`config.mk`:
```
export PLATFORM = sky130hd
export DESIGN_NAME = mips_mem_dump_flat
export DESIGN_NICKNAME = d
export VERILOG_FILES = /design/src/rtl/mips_pkg.sv /design/src/rtl/mips_mem_dump_if.sv /design/src/rtl/mem_dump_csum.sv /design/src/rtl/mips_mem_dump.sv /design/src/flat_wrapper.sv
export SDC_FILE = /design/constraint.sdc
export NUM_CORES = 1
export LEC_CHECK = 0
export BUFFER_PORTS_ARGS = -buffer_cell sky130_fd_sc_hd__buf_2
export CAP_MARGIN = 20
export CELL_PAD_IN_SITES_DETAIL_PLACEMENT = 1
export CELL_PAD_IN_SITES_GLOBAL_PLACEMENT = 2
export CORE_ASPECT_RATIO = 1.4
export CORE_MARGIN = 4
export CORE_UTILIZATION = 31
export CTS_BUF_LIST = sky130_fd_sc_hd__clkbuf_8
export DETAILED_ROUTE_END_ITERATION = 10
export PLACE_DENSITY_LB_ADDON = 0.1
export SYNTH_ARGS = -nofsm -noshare
export SYNTH_HDL_FRONTEND = slang
export SYNTH_HIERARCHICAL = 1
export SYNTH_SLANG_ARGS = --single-unit
```
`constraint.sdc`:
```
create_clock -name clk -period 2.45 [get_ports clk]
set_clock_uncertainty 0.15 [all_clocks]
set_input_delay 0 -clock clk [delete_from_list [all_inputs] [get_ports clk]]
set_output_delay 0 -clock clk [all_outputs]
set_load 0.03 [all_outputs]
```
`src/rtl/mips_pkg.sv`:
```
// rtl/mips_pkg.sv - shared types and constants for the MIPS data-memory dump engine
// MEM_DUMP_CHECKSUM_EN adds the CSUM state.
package mips_pkg;

   localparam int MEM_DUMP_DATA_WIDTH = 32;

   typedef enum logic [2:0] {
      IDLE    = 3'd0,
      ISSUE   = 3'd1,
      CAPTURE = 3'd2,
      SEND    = 3'd3,
      DONE    = 3'd4
`ifdef MEM_DUMP_CHECKSUM_EN
      ,
      CSUM    = 3'd5
`endif
   } mem_dump_state_e;

endpackage

```
`src/rtl/mips_mem_dump_if.sv`:
```
// rtl/mips_mem_dump_if.sv - memory read port and output stream of the dump engine
// The master modport is the engine; the slave modport is the memory plus the consumer.
interface mips_mem_dump_if #(
   parameter int DATA_WIDTH = mips_pkg::MEM_DUMP_DATA_WIDTH,
   parameter int ADDR_WIDTH = 9
);
   logic                  mem_rd_en;
   logic [ADDR_WIDTH-1:0] mem_addr;
   logic [DATA_WIDTH-1:0] mem_rd_data;
   logic                  out_valid;
   logic                  out_ready;
   logic [DATA_WIDTH-1:0] out_data;
   logic [ADDR_WIDTH-1:0] out_addr;
   logic                  out_last;

   modport master (
      output mem_rd_en, mem_addr, out_valid, out_data, out_addr, out_last,
      input  mem_rd_data, out_ready
   );

   modport slave (
      input  mem_rd_en, mem_addr, out_valid, out_data, out_addr, out_last,
      output mem_rd_data, out_ready
   );
endinterface

```
`src/rtl/mem_dump_csum.sv`:
```
// rtl/mem_dump_csum.sv - clear/accumulate register holding the wrapping sum of dumped words
// Only instantiated when MEM_DUMP_CHECKSUM_EN is defined.
module mem_dump_csum #(
   parameter int DATA_WIDTH = 32
) (
   input  logic                  clk,
   input  logic                  rst,
   input  logic                  clear,
   input  logic                  acc,
   input  logic [DATA_WIDTH-1:0] din,
   output logic [DATA_WIDTH-1:0] sum
);
   always_ff @(posedge clk or posedge rst) begin
      if (rst) begin
         sum <= '0;
      end else if (clear) begin
         sum <= '0;
      end else if (acc) begin
         sum <= sum + din;
      end
   end
endmodule

```
`src/rtl/mips_mem_dump.sv`:
```
// rtl/mips_mem_dump.sv - walks a word range of DataMemory and streams each word out
// MEM_DUMP_CHECKSUM_EN appends a final beat carrying the wrapping sum of the words.
module mips_mem_dump
   import mips_pkg::*;
#(
   parameter int DATA_WIDTH = MEM_DUMP_DATA_WIDTH,
   parameter int ADDR_WIDTH = 9
) (
   input  logic                  clk,
   input  logic                  rst,
   input  logic                  start,
   input  logic [ADDR_WIDTH-1:0] base_addr,
   input  logic [ADDR_WIDTH:0]   word_count,
   output logic                  busy,
   output logic                  done,
   mips_mem_dump_if.master       bus
);
   mem_dump_state_e       state, state_n;
   logic [ADDR_WIDTH-1:0] addr;
   logic [ADDR_WIDTH:0]   remain;
   logic [DATA_WIDTH-1:0] data_q;
   logic [ADDR_WIDTH-1:0] addr_q;
   logic                  last_q;
   logic                  final_word;
   logic                  xfer;
   logic                  data_xfer;

   assign xfer       = (state == SEND) && bus.out_ready;
   assign final_word = (remain == (ADDR_WIDTH+1)'(1));

`ifdef MEM_DUMP_CHECKSUM_EN
   logic                  csum_phase;
   logic [DATA_WIDTH-1:0] sum;

   assign data_xfer = xfer && !csum_phase;

   mem_dump_csum #(.DATA_WIDTH(DATA_WIDTH)) u_csum (
      .clk   (clk),
      .rst   (rst),
      .clear (state == IDLE && start),
      .acc   (state == CAPTURE),
      .din   (bus.mem_rd_data),
      .sum   (sum)
   );
`else
   assign data_xfer = xfer;
`endif

   always_ff @(posedge clk or posedge rst) begin
      if (rst) begin
         state <= IDLE;
      end else begin
         state <= state_n;
      end
   end

   always_comb begin
      state_n = state;
      case (state)
         IDLE:    if (start) state_n = (word_count == '0) ? DONE : ISSUE;
         ISSUE:   state_n = CAPTURE;
         CAPTURE: state_n = SEND;
         SEND: begin
            if (xfer) begin
`ifdef MEM_DUMP_CHECKSUM_EN
               if (csum_phase)      state_n = DONE;
               else if (final_word) state_n = CSUM;
               else                 state_n = ISSUE;
`else
               state_n = final_word ? DONE : ISSUE;
`endif
            end
         end
`ifdef MEM_DUMP_CHECKSUM_EN
         CSUM:    state_n = SEND;
`endif
         DONE:    state_n = IDLE;
         default: state_n = IDLE;
      endcase
   end

   // Address and count advance only on a data-beat transfer, so a stall leaves them untouched.
   always_ff @(posedge clk or posedge rst) begin
      if (rst) begin
         addr   <= '0;
         remain <= '0;
         data_q <= '0;
         addr_q <= '0;
         last_q <= 1'b0;
`ifdef MEM_DUMP_CHECKSUM_EN
         csum_phase <= 1'b0;
`endif
      end else begin
         case (state)
            IDLE: begin
               if (start) begin
                  addr   <= base_addr;
                  remain <= word_count;
`ifdef MEM_DUMP_CHECKSUM_EN
                  csum_phase <= 1'b0;
`endif
               end
            end
            CAPTURE: begin
               data_q <= bus.mem_rd_data;
               addr_q <= addr;
`ifdef MEM_DUMP_CHECKSUM_EN
               last_q <= 1'b0;
`else
               last_q <= final_word;
`endif
            end
            SEND: begin
               if (data_xfer) begin
                  addr   <= addr + 1'b1;
                  remain <= remain - 1'b1;
               end
            end
`ifdef MEM_DUMP_CHECKSUM_EN
            CSUM: begin
               data_q     <= sum;
               addr_q     <= '0;
               last_q     <= 1'b1;
               csum_phase <= 1'b1;
            end
`endif
            default: ;
         endcase
      end
   end

   assign busy          = (state != IDLE);
   assign done          = (state == DONE);
   assign bus.mem_rd_en = (state == ISSUE);
   assign bus.mem_addr  = (state == ISSUE) ? addr : '0;
   assign bus.out_valid = (state == SEND);
   assign bus.out_data  = data_q;
   assign bus.out_addr  = addr_q;
   assign bus.out_last  = last_q;
endmodule
```
`src/flat_wrapper.sv`:
```
// flat-port wrapper written by rule: the top's interface ports become plain ports
module mips_mem_dump_flat import mips_pkg::*;
#(
   parameter int DATA_WIDTH = MEM_DUMP_DATA_WIDTH,
   parameter int ADDR_WIDTH = 9
)
  (clk, rst, start, base_addr, word_count, busy, done, bus_mem_rd_en, bus_mem_addr, bus_out_valid, bus_out_data, bus_out_addr, bus_out_last, bus_mem_rd_data, bus_out_ready);
  mips_mem_dump_if #(.DATA_WIDTH(DATA_WIDTH), .ADDR_WIDTH(ADDR_WIDTH)) bus_i ();
  input  logic clk;
  input  logic rst;
  input  logic start;
  input  logic [ADDR_WIDTH-1:0] base_addr;
  input  logic [ADDR_WIDTH:0] word_count;
  output logic busy;
  output logic done;
  output wire logic [$bits(bus_i.mem_rd_en)-1:0] bus_mem_rd_en;
  output wire logic [$bits(bus_i.mem_addr)-1:0] bus_mem_addr;
  output wire logic [$bits(bus_i.out_valid)-1:0] bus_out_valid;
  output wire logic [$bits(bus_i.out_data)-1:0] bus_out_data;
  output wire logic [$bits(bus_i.out_addr)-1:0] bus_out_addr;
  output wire logic [$bits(bus_i.out_last)-1:0] bus_out_last;
  input wire logic [$bits(bus_i.mem_rd_data)-1:0] bus_mem_rd_data;
  input wire logic [$bits(bus_i.out_ready)-1:0] bus_out_ready;
  assign bus_mem_rd_en = bus_i.mem_rd_en;
  assign bus_mem_addr = bus_i.mem_addr;
  assign bus_out_valid = bus_i.out_valid;
  assign bus_out_data = bus_i.out_data;
  assign bus_out_addr = bus_i.out_addr;
  assign bus_out_last = bus_i.out_last;
  assign bus_i.mem_rd_data = bus_mem_rd_data;
  assign bus_i.out_ready = bus_out_ready;
  mips_mem_dump #(.DATA_WIDTH(DATA_WIDTH), .ADDR_WIDTH(ADDR_WIDTH)) u_core (.clk(clk), .rst(rst), .start(start), .base_addr(base_addr), .word_count(word_count), .busy(busy), .done(done), .bus(bus_i));
endmodule
```
==> impl_metrics.csv <==
group,metric,value,unit
die,core,9460,sq um
place,numPortBuffers,109,
synthesis,ys_ff_latch,64,
critical_path,timing.rr.end,"u_core/state[0]",
clocking,root_buffer,"clkbuf_8",
timing,relSlewSlack,0.490,
layout,multiInputGateArea,1300,sq um
power,comb_power_share,0.513,
die,ios,110,
power,switchingPower,2.69,mW
grt,grt_pass1_wl,14.9,mm
power,powerDensity,1330,nW/um^2
synthesis,syn_area_per_cell,11.2,sq um
synthesis,yosysUniqueCellTypes,44,
die,dieArea,11300,sq um
synthesis,ys_seq_area_frac,0.534,
timing,max_freq,0.440,GHz
job,cap_viol_max_count,0,
critical_path,cp-end-kind,"flip-flop",
critical_path,r2r_cells,5,
min_path,worstHoldPathType,"in -> async",
layout,area_delta_synth_final,49.6,%
power,seq_power_share,0.328,
detailed_routing,drt_wl_total,8.69,mm
die,rows,42,
die,die_x,91.1,um
power,intPower,3.27,mW
timing,rsz0062_at_grt,"false",
layout,diodes,0,
timing,finalWorstSetupSlack,0.176,ns
layout,drive_gt1_frac,0.324,
detailed_routing,vias_per_cell,4.95,
timing,min_period_over_period,0.928,
die,initial_core_util,0.317,
clocking,clk_pin_slew,0.07,ns
power,clkPwrFrac,0.160,
critical_path,rrSetupSlack,0.18,ns
timing,min_period,2.27,ns
critical_path,worstSetupStartpointType,"flip-flop",
layout,final_nets,496,
grt,grt_max_degree,43,
timing,setup_tns,0,ns
critical_path,r2r_start,"u_core/remain[5]",
critical_path,cp_max_fo,6,
critical_path,critPathKind,"reg -> reg",
grt,first_global_vias,2964,
clocking,cts_made_buffers,9,
power,ir_worst_vdd,0.443,mV
layout,regArea,1600,sq um
place,post-dp-hpwl,6.10,mm
die,floorplan.die.height,124,um
detailed_routing,drt_iter0_markers,126,
clocking,htree_levels,3,
detailed_routing,vias,2734,
status,status,"finished clean",
detailed_routing,ant_nets,0,
grt,antenna_found_initial,0,
detailed_routing,wl_per_cell,15.7,um
place,place_congestion,0.808,
synthesis,syn_area,3000,sq um
timing,slew_viol_final,0,
layout,fillers,1064,
synthesis,synth_edf_count,0,
timing,finalHoldViolCount,0,
synthesis,synthArstFlopShare,1.00,
grt,track_usage,0.163,
critical_path,arrival,2.35,ns
timing,setup_violations,0,
synthesis,synth-main-ff-cell,"dfrtp_1",
grt,overflow,0,
synthesis,ys_warn_count,6,
synthesis,syn_inst,267,
power,power.leakage,2.06,nW
clocking,cts_sinks,64,
detailed_routing,drc,0,
clocking,cts_tree,"yes",
timing,worst_slew_pin_slew,0.764,ns
place,dp_slack,0.471,ns
critical_path,worstPathRequired,2.53,ns
power,swShare,0.452,
detailed_routing,detail_route.first_pass.iterations,4,
clocking,clock_latency,0.34,ns
synthesis,synth_nets,325,
clocking,cts_buffer_depth,2,
cell usage after synthesis, drive strengths merged (5+ instances only):
library cell   n  area, sq um
and2          12         75.1
inv           10         37.5
mux2          42          473
buf           13         66.3
dfrtp         64         1600
o21ai         20          100
o22ai          5         31.3
nand3          8         40.0
nor2           9         33.8
nand2         14         52.6
a21oi         20          104
layout by cell type, fill, tap and decap left out, types with 2 or more instances in the layout:
cell / netlist / final
a21oi_1: 19 / 19
a22oi_1: 2 / 2
a2bb2oi_1: 3 / 3
a31oi_1: 3 / 3
and2_1: 12 / 12
and3_1: 2 / 2
buf_12: 0 / 2
buf_2: 11 / 109
buf_4: 1 / 8
clkbuf_8: 0 / 12
clkinv_2: 0 / 2
dfrtp_1: 64 / 64
dlygate4sd3_1: 0 / 56
ha_1: 3 / 3
inv_1: 9 / 8
inv_2: 1 / 2
mux2_1: 42 / 42
nand2_1: 14 / 14
nand3_1: 8 / 8
nand4_1: 3 / 3
nor2_1: 9 / 9
nor3_1: 3 / 3
nor4_1: 4 / 3
o211ai_1: 2 / 2
o21ai_0: 5 / 5
o21ai_1: 15 / 15
o22a_1: 2 / 2
o22ai_1: 5 / 5
or3_1: 4 / 4
metal layers:
| layer | track usage | part of all wire | vias up |
|---|---|---|---|
| met5 | 0 | 0 | - |
| li1 | - | - | 1304 |
| met4 | 0.0666 | 0.018 | 0 |
| met2 | 0.281 | 0.51 | 79 |
| met3 | 0.0314 | 0.048 | 10 |
| met1 | 0.197 | 0.42 | 1341 |
how the worst max path moves through the flow:
stage                       endpoint  depth (start not counted)        startpoint
floorplan           u_core/remain[6]                          6  u_core/remain[0]
global placement    u_core/remain[6]                          6  u_core/remain[0]
detailed placement  u_core/remain[6]                          6  u_core/remain[0]
CTS                  u_core/state[0]                          5  u_core/remain[5]
global route         u_core/state[2]                          5  u_core/remain[2]
finish               u_core/state[0]                          5  u_core/remain[5]
state kept, by name, indices dropped and copies added (netlist names):
| register | cells |
|---|---|
| u_core/addr | 9 |
| u_core/state | 3 |
| u_core/bus.out_last | 1 |
| u_core/remain | 10 |
| u_core/bus.out_addr | 9 |
| u_core/bus.out_data | 32 |
stage by stage:
step / area (sq um) / util / power [mW] / hold slack, ns / cells
floorplan: 3000 / - / 4.02 / -0.0153 / 267
global placement: 3710 / 0.392 / 4.91 / 0.0301 / 480
detailed placement: 3710 / 0.392 / 4.98 / 0.0359 / 480
CTS: 4470 / 0.473 / 6.03 / 0.209 / 551
global route: 4490 / 0.474 / 6.41 / 0.270 / 552
finish: 4490 / 0.474 / 5.96 / 0.189 / 552
critical path: stages (launching register included):
cell and delay (ns):
dfrtp_1 0.45, nor4_2 0.41, and4b_1 0.30, nand3_1 0.09, a32o_1 0.22, dlygate4sd3_1 0.55
area by class of cell:
type | count | area share
Multi-Input combinational cell | 178 | 0.290
Tap cell | 110 | 0.0307
Clock inverter | 3 | 0.00892
Inverter | 10 | 0.00836
Sequential cell | 64 | 0.357
Clock buffer | 12 | 0.0368
Timing Repair Buffer | 175 | 0.269
what timing repair did:
action / CTS / global route
hold buffers: 56 / 0
setup endpoints to repair: 0 / 2
setup buffers: 0 / 1
endpoints found under the hold margin: 88 / 0
resized for setup: 0 / 1
power by group through the flow:
stage / sequential, mW / combinational (mW) / clock, mW
2_1_floorplan: 2.59 / 1.43 / 0
3_5_place_dp: 1.98 / 3.01 / 0
3_3_place_gp: 1.95 / 2.97 / 0
6_report: 1.95 / 3.05 / 0.952
5_1_grt: 2.06 / 3.33 / 1.02
4_1_cts: 1.96 / 3.09 / 0.984
cells by family after synthesis:
group | after synthesis | share of synthesized area
and+or+nand+nor | 71 | 0.134
AOI/OAI and AO/OA | 62 | 0.124
adders and majority gates | 3 | 0.0125
muxes | 42 | 0.158
buffers and inverters | 25 | 0.0371
DFF | 64 | 0.534
(Power assumes the default switching activity.)
